### src/rtl/audio_pkg.sv
// Shared constants, stereo-pair payload and sample width reduction for the I2S DAC path.
// Defining AUDIO_DAC_TX_SAT_EN makes dac_reduce saturate instead of wrap.
package audio_pkg;

  localparam int unsigned FRAME_SLOTS = 64;
  localparam int unsigned HALF_SLOTS  = 32;
  localparam int unsigned SAMPLE_W    = 32;
  localparam int unsigned SLOT_W      = 6;

  typedef struct packed {
    logic signed [SAMPLE_W-1:0] L;
    logic signed [SAMPLE_W-1:0] R;
  } stereo_pair_t;

  // Scale a sample down and fit it into 'width' bits; result is masked to 'width' bits.
  function automatic logic [SAMPLE_W-1:0] dac_reduce(
    input logic signed [SAMPLE_W-1:0] sample,
    input int unsigned                shift,
    input int unsigned                width
  );
    logic signed [SAMPLE_W-1:0] w;
    logic        [SAMPLE_W-1:0] mask;
`ifdef AUDIO_DAC_TX_SAT_EN
    logic signed [SAMPLE_W-1:0] max_v;
    logic signed [SAMPLE_W-1:0] min_v;
`endif
    w    = sample >>> shift;
    mask = (SAMPLE_W'(1) << width) - SAMPLE_W'(1);
`ifdef AUDIO_DAC_TX_SAT_EN
    max_v = $signed((SAMPLE_W'(1) << (width - 1)) - SAMPLE_W'(1));
    min_v = ~max_v;
    if (w > max_v) begin
      w = max_v;
    end else if (w < min_v) begin
      w = min_v;
    end
`endif
    return SAMPLE_W'(w) & mask;
  endfunction

endpackage

### src/rtl/aud_clkgen.sv
// I2S master timing: BCLK divider, LRCK and the 64-slot frame counter.
// fall_evt/load_evt mark the cycle in which BCLK is about to fall.
module aud_clkgen
  import audio_pkg::*;
#(
  parameter int unsigned BCLK_DIV = 8
) (
  input  logic              clk,
  input  logic              rst_n,
  output logic              bclk,
  output logic              lrck,
  output logic              fall_evt,
  output logic              load_evt,
  output logic [SLOT_W-1:0] bit_cnt
);

  localparam int unsigned DIV_W = (BCLK_DIV > 1) ? $clog2(BCLK_DIV) : 1;

  logic [DIV_W-1:0]  div_cnt;
  logic              tc;
  logic [SLOT_W-1:0] bit_cnt_nxt;

  assign tc          = (div_cnt == DIV_W'(BCLK_DIV - 1));
  assign fall_evt    = tc && bclk;
  assign bit_cnt_nxt = bit_cnt + SLOT_W'(1);
  assign load_evt    = fall_evt && (bit_cnt == SLOT_W'(FRAME_SLOTS - 1));

  always_ff @(posedge clk or negedge rst_n) begin
    if (!rst_n) begin
      div_cnt <= '0;
      bclk    <= 1'b0;
      lrck    <= 1'b0;
      bit_cnt <= '0;
    end else begin
      div_cnt <= tc ? '0 : div_cnt + DIV_W'(1);
      if (tc) begin
        bclk <= ~bclk;
      end
      // Slot counter and channel select only move on BCLK falling events.
      if (fall_evt) begin
        bit_cnt <= bit_cnt_nxt;
        lrck    <= (bit_cnt_nxt >= SLOT_W'(HALF_SLOTS));
      end
    end
  end

endmodule

### src/rtl/audio_dac_tx.sv
// Stereo I2S master transmitter with a one-pair holding register and sticky underrun flag.
// Define AUDIO_DAC_TX_SAT_EN for saturating width reduction (default: wrap-around).
module audio_dac_tx
  import audio_pkg::*;
#(
  parameter int unsigned DAC_W      = 24,
  parameter int unsigned FRAC_SHIFT = 8,
  parameter int unsigned BCLK_DIV   = 8
) (
  input  logic                       CLOCK_50,
  input  logic                       reset_n,
  input  logic                       in_valid,
  output logic                       in_ready,
  input  logic signed [SAMPLE_W-1:0] in_L,
  input  logic signed [SAMPLE_W-1:0] in_R,
  output logic                       AUD_BCLK,
  output logic                       AUD_DACLRCK,
  output logic                       AUD_DACDAT,
  output logic                       underrun
);

  stereo_pair_t      hold;
  logic              hold_full;
  logic              primed;
  logic              accept;
  logic              fall_evt;
  logic              load_evt;
  logic [SLOT_W-1:0] bit_cnt;
  logic [SLOT_W-1:0] slot_nxt;
  logic [4:0]        half_pos;
  logic              in_data;
  logic              tx_right;
  logic [DAC_W-1:0]  word_l;
  logic [DAC_W-1:0]  word_r;
  logic [DAC_W-1:0]  sh_l;
  logic [DAC_W-1:0]  sh_r;

  aud_clkgen #(.BCLK_DIV(BCLK_DIV)) u_clkgen (
    .clk      (CLOCK_50),
    .rst_n    (reset_n),
    .bclk     (AUD_BCLK),
    .lrck     (AUD_DACLRCK),
    .fall_evt (fall_evt),
    .load_evt (load_evt),
    .bit_cnt  (bit_cnt)
  );

  assign accept   = in_valid && !hold_full;
  assign slot_nxt = bit_cnt + SLOT_W'(1);
  assign half_pos = slot_nxt[4:0];
  assign tx_right = slot_nxt[SLOT_W-1];
  // One-slot I2S delay: half-slots 1..DAC_W carry the word, everything else is 0.
  assign in_data  = (half_pos != '0) && (32'(half_pos) <= DAC_W);
  assign word_l   = DAC_W'(dac_reduce(hold.L, FRAC_SHIFT, DAC_W));
  assign word_r   = DAC_W'(dac_reduce(hold.R, FRAC_SHIFT, DAC_W));

  // Holding register; a load in the same cycle as an accept sees the old (empty) state.
  always_ff @(posedge CLOCK_50 or negedge reset_n) begin
    if (!reset_n) begin
      hold      <= '0;
      hold_full <= 1'b0;
      in_ready  <= 1'b1;
      primed    <= 1'b0;
      underrun  <= 1'b0;
    end else begin
      if (accept) begin
        hold.L <= in_L;
        hold.R <= in_R;
        primed <= 1'b1;
      end
      if (load_evt && hold_full) begin
        hold_full <= 1'b0;
        in_ready  <= 1'b1;
      end else if (accept) begin
        hold_full <= 1'b1;
        in_ready  <= 1'b0;
      end
      if (load_evt && !hold_full && primed) begin
        underrun <= 1'b1;
      end
    end
  end

  // Per-channel shift registers, MSB first, updated only on BCLK falling events.
  always_ff @(posedge CLOCK_50 or negedge reset_n) begin
    if (!reset_n) begin
      sh_l       <= '0;
      sh_r       <= '0;
      AUD_DACDAT <= 1'b0;
    end else if (load_evt) begin
      sh_l       <= hold_full ? word_l : '0;
      sh_r       <= hold_full ? word_r : '0;
      AUD_DACDAT <= 1'b0;
    end else if (fall_evt) begin
      if (in_data && tx_right) begin
        AUD_DACDAT <= sh_r[DAC_W-1];
        sh_r       <= {sh_r[DAC_W-2:0], 1'b0};
      end else if (in_data) begin
        AUD_DACDAT <= sh_l[DAC_W-1];
        sh_l       <= {sh_l[DAC_W-2:0], 1'b0};
      end else begin
        AUD_DACDAT <= 1'b0;
      end
    end
  end

endmodule

### config.mk
export PLATFORM = sky130hd
export DESIGN_NAME = audio_dac_tx
export DESIGN_NICKNAME = d
export VERILOG_FILES = /design/src/rtl/audio_pkg.sv /design/src/rtl/aud_clkgen.sv /design/src/rtl/audio_dac_tx.sv
export SDC_FILE = /design/constraint.sdc
export NUM_CORES = 1
export LEC_CHECK = 0
export CELL_PAD_IN_SITES_DETAIL_PLACEMENT = 1
export CELL_PAD_IN_SITES_GLOBAL_PLACEMENT = 1
export CORE_AREA = 2 2 131 101
export CTS_CLUSTER_DIAMETER = 30
export DETAILED_ROUTE_END_ITERATION = 16
export DIE_AREA = 0 0 133 103
export PLACE_DENSITY_LB_ADDON = 0.2
export SYNTH_ARGS = -nofsm -noshare
export SYNTH_HDL_FRONTEND = slang
export SYNTH_SLANG_ARGS = --single-unit
### constraint.sdc
create_clock -name CLOCK_50 -period 2.6 [get_ports CLOCK_50]
set_clock_uncertainty 0.05 [all_clocks]
set_input_delay 0.52 -clock CLOCK_50 [delete_from_list [all_inputs] [get_ports CLOCK_50]]
set_output_delay 0.52 -clock CLOCK_50 [all_outputs]
set_load 0.01 [all_outputs]
After elaboration in Yosys (flattened, before gate mapping):

Cells that the tools add are included.

* input bits: 67
* logic and storage cells: 55
* register bits: 128
* output and inout port bits: 5

* eq/ne operators: 3
* bitwise logic cells: 1
* magnitude comparators: 2
* muxes and demuxes: 18
* reductions and logical operators: 16
* add/sub/neg operators: 2

Operator list (count)
* $mux W24: 9
* $logic_and A1 B1 Y1: 8
* $mux W1: 8
* $reduce_bool A2 Y1: 4
* $add A6 B1 Y6 const B: 1
* $eq A6 B6 Y1 const B: 1
* $ge A6 B6 Y1 const B: 1
* $le A5 B5 Y1 const B: 1
* $reduce_bool A5 Y1: 1
* $add A3 B1 Y3 const B: 1
* $eq A3 B3 Y1 const B: 1
* $mux W3: 1
* $reduce_and A3 Y1: 1
* $ne A2 B2 Y1 const B: 1
* $reduce_and A2 Y1: 1
* $logic_not A1 Y1: 1
* $not A1 Y1: 1

Longest topological paths before layout:

* word-level depth: 7
* gate-level depth with buffers: 9

Cells and area by module:

A second synthesis with hierarchy kept.

* cells, all modules: 420
* area total of the unflattened synthesis: 4923.5 um2

Modules (own cells, without submodules)
* audio_dac_tx: sequential area each 2528.7 um2, area each 4501.8 um2, times used 1, cells each 390
* aud_clkgen: sequential area each 250.2 um2, area each 421.7 um2, times used 1, cells each 30

Worst setup path before layout:

No wires, ideal clock.

* path kind: register to register
* start: register u_clkgen.bit_cnt[0]
* end: register sh_r[1]
* cell stages (with the launch flop): 9
* period minus slack after synthesis: 2.245 ns
* buffers on the path: 2
* data arrival time: 2.101 ns
* slack: 0.355 ns
* cell sequence: dfrtp_1 ha_1 buf_6 and2b_1 o221ai_2 a21o_1 a211o_1 buf_6 a221oi_2

* longest elaborated chain between the ends: 6

RTL lines
* start, declared: line aud_clkgen.sv:14 `output logic [SLOT_W-1:0] bit_cnt`
* start signal, assigned: line aud_clkgen.sv:41 `bit_cnt <= bit_cnt_nxt;`
* $add A6 B1 Y6: line audio_dac_tx.sv:49 `assign slot_nxt = bit_cnt + SLOT_W'(1);`
* $le A5 B5 Y1 / $reduce_bool A5 Y1 (equally long branches): line audio_dac_tx.sv:53 `assign in_data = (half_pos != '0) && (32'(half_pos) <= DAC_W);`
* $logic_and A1 B1 Y1: line audio_dac_tx.sv:53
* $logic_and A1 B1 Y1: line audio_dac_tx.sv:95 `if (in_data && tx_right) begin`
* $reduce_bool A2 Y1 (no line)
* $reduce_and A2 Y1 (no line)
* end signal, assigned: line audio_dac_tx.sv:92 `sh_r <= hold_full ? word_r : '0;`
* end signal, assigned: line audio_dac_tx.sv:97 `sh_r <= {sh_r[DAC_W-2:0], 1'b0};`
* end, declared: line audio_dac_tx.sv:36 `logic [DAC_W-1:0] sh_r;`

Several ways; a longest one is shown, not always the timed one.
A chain may end at the register's enable or synchronous reset.

Worst setup path after layout:

* start: register u_clkgen.bit_cnt[0]
* end: register sh_r[8]

Same word-level chain as after synthesis.

==> summary.md <==
The tree is rooted in a clkbuf_16. In this run, post-CTS hold repair placed 0 buffers. Data on the critical path is required at its endpoint by 2.76 ns. The tree built by TritonCTS fans out to 112 sinks.

The worst setup path is captured at a flop. The later pin in the worst-skew pair is clocked with a latency of 0.35 ns. Clock period minus final worst setup slack: 2.50 ns.

After filler insertion, the fill cell instance count of the layout stands at 1272. Via count normalized by instance count: 5.60. The path class of the tightest hold or removal check is in -> async.

The biggest fanout along the worst timing path works out to 11. The DRC violation count after routing came out at 0. The die covers 13700 um2. The placement row count was 36; the number of placed I/O pins was 72. Routability-driven placement finished with a final weighted congestion of 0.786. In this run the number of H-tree levels came out at 3.

The total overflow left after global routing is 0. The final critical path takes up 96.0% of the cycle. The final sum of negative setup slack came out at 0 ns. Number of antenna violations at the first check in global routing: 0. The tools report the total power consumption of the routed design as 3.61 mW. The synthesized design contains 0 enable-type register cells. For this run, the detailed router's first-pass iteration total came to 4.

Setup violations remaining at the end of the flow were counted as 0. The warning count from the yosys run is 0, and the minimum setup slack in the final design is 0.103 ns. The run gives 2.66 ns as the critical path data arrival time. After floorplanning, the core was sized to cover 12600 um2. For the upper clock frequency limit, the log shows 400 MHz. The library cell used most frequently in the layout, excluding fill and tap cells, is dfrtp_1. Final layout net count: 549.

The logs give 52.5% for the portion of the post-synthesis area used by sequential elements and 9 for the number of CTS-inserted buffers. The run gives 47 as the number of different library cells in the post-synthesis netlist. The mean instance size in the synthesized netlist is 12.3 um2, and the maximum number of buffers from clock root to sink is 2.

The initial utilization of the core area, before any placement, comes to 42.5%. After detailed routing, the average wire length per cell comes to 19.4 um. In this run the remaining antenna-violating nets after routing total 0. The most used flip-flop cell after synthesis is dfrtp_1. The number of standard cells in the layout, taps in and fillers out was 654; the die boundary height was 103 um. The number of synthesized register bits is 112. The analysis attributes to cell leakage a power of 2.57 nW. For the number of max-cap violations, the log shows 0.

After clock tree synthesis, the clock-pin slew on the worst setup and hold paths is 0.08 ns. From synthesis to final layout, the design area changed by 20.6%. The tools report the synthesized net count as 506. The tools report the wire length of the first global-routing pass as 20.4 mm. Cells with a size suffix above 1 make up 29.0% of the layout. The relative slew slack is 61.5%. After detailed placement, the design holds a cell count of 637. The sum of routed wire length over all layers is 12.7 mm, and the count of routing violations after the opening detailed-route iteration is 219. Once detailed placement completed, the half-perimeter wirelength came to 7.86 mm. For the total count of hold-check failures in the final report, the log shows 0. By startpoint and endpoint, the worst setup path is classified as reg -> reg. The total inserted antenna cells is 0. The critical path startpoint category is a flop. For the pin with the worst max-slew slack, the measured transition is 0.574 ns. Final max-slew violation count: 0. The worst slack at placement was 0.121 ns. Total vias in the final route: 3661.

The flow ran to the end, and the final reports show no timing, DRC or antenna violations. The synthesized netlist occupies a cell area of 5350 um2. Port buffering added 55 buffers. The library cells used most frequently in the layout, excluding fill and tap cells, are 111 x dfrtp_1, 54 x clkdlybuf4s50_1, 48 x a21oi_1, 48 x mux2_2, 28 x inv_1. The peak ir drop on the vdd network was 0.352 mV; the share of flip-flops with an asynchronous set or reset after synthesis was 100%.

In this run the power density over the cells is 559 nW/um2. For this run, the total global-route usage over all layers was measured as 19.1%. The number of global-route vias before repair is 3814.

TritonCTS built the clock tree. Entering global routing, the biggest net connects 71 pins. The cell count after synthesis came out at 435. The die width works out to 133 um.
==> critical path: stages, from the launching register on <==
cell,delay (ns)
dfrtp_1,0.51
ha_1,0.37
and2b_1,0.19
o221ai_2,0.14
a211oi_2,0.45
o221a_2,0.55
a221oi_2,0.10
==> state kept, by name (all words and copies together), names as in the netlist <==
signal / flops
AUD_DACDAT: 1
hold: 48
hold_full: 1
in_ready: 1
primed: 1
sh_l: 24
sh_r: 24
u_clkgen.bclk: 1
u_clkgen.bit_cnt: 6
u_clkgen.div_cnt: 3
u_clkgen.lrck: 1
underrun: 1
==> stage by stage <==
step / hold WS (ns) / util [%] / area (um2)
6_report: 0.00900 / 51.3 / 6440
5_1_grt: 0.0234 / 51.3 / 6440
4_1_cts: 0.0128 / 51.1 / 6420
3_5_place_dp: 0.392 / 48.4 / 6090
3_3_place_gp: 0.369 / 48.4 / 6090
2_1_floorplan: 0.174 / - / 5350
==> Yosys cell counts, drive strengths merged (2+ instances only) <==
cell type  instances  area share, %
a211oi             2           0.37
a21oi             48            4.5
a221oi            23            6.1
a31oi             23            2.7
and2               3           0.35
buf               21            2.9
clkbuf            20            1.4
dfrtp            111             52
ha                 4           0.94
inv               28            2.0
mux2              48             10
nand2              9           0.68
nand3              3           0.52
nand4              4           0.47
nor2               9           0.63
nor2b              2           0.23
nor3               4           0.56
o211ai            47            8.5
xnor2              5           0.82
xor2               2           0.33
==> routing by layer <==
layer | GRT usage (%) | vias to the layer above | share of wire [%]
met5 | 0 | - | 0
met4 | 5.54 | 0 | 0.91
met3 | 4.13 | 7 | 3.5
met2 | 30.6 | 64 | 47
met1 | 26.4 | 1874 | 49
li1 | - | 1716 | -
==> worst paths after layout <==
| check | slack, ns | cells after the start | to | start |
|---|---|---|---|---|
| worst max-delay path | 0.10 | 6 | sh_r[8] | u_clkgen.bit_cnt[0] |
| worst min-delay path | 0.009 | 1 | sh_l[0] | reset_n |
| worst max register to register | 0.10 | 6 | sh_r[8] | u_clkgen.bit_cnt[0] |
| worst min register to register | 0.40 | 1 | u_clkgen.div_cnt[0] | u_clkgen.div_cnt[0] |
| max in group asynchronous | 1.77 | 2 | in_ready | reset_n |
| min in group CLOCK_50 | 0.40 | 1 | u_clkgen.div_cnt[0] | u_clkgen.div_cnt[0] |
==> cells by family after synthesis <==
family          share of synthesized area (%)
simple gates                             4.00
compound gates                           24.9
buf+inv                                  6.30
xor+xnor                                 1.15
fa+ha+maj                               0.936
flops                                    52.5
mux                                      10.3
==> area by class of cell <==
class	count	area, um2	share of cell area, %
Sequential cell	112	2800	43.5
Timing Repair Buffer	72	751	11.7
Clock buffer	9	225	3.50
Multi-Input combinational cell	255	2240	34.8
Inverter	28	105	1.63
Clock inverter	7	104	1.61
Tap cell	171	214	3.32
==> power by group <==
part | internal [mW] | leakage, nW | switching [mW]
clock | 0.857 | 0.154 | 0.661
combinational | 0.134 | 0.953 | 0.0678
sequential | 1.83 | 1.46 | 0.0548
total | 2.82 | 2.57 | 0.784
==> what timing repair did <==
action                                  CTS  global route
resized for setup                         0             3
buffers inserted                          0             0
endpoints found under the setup margin    0             3
Note: power is estimated with default switching activity, not from simulation.
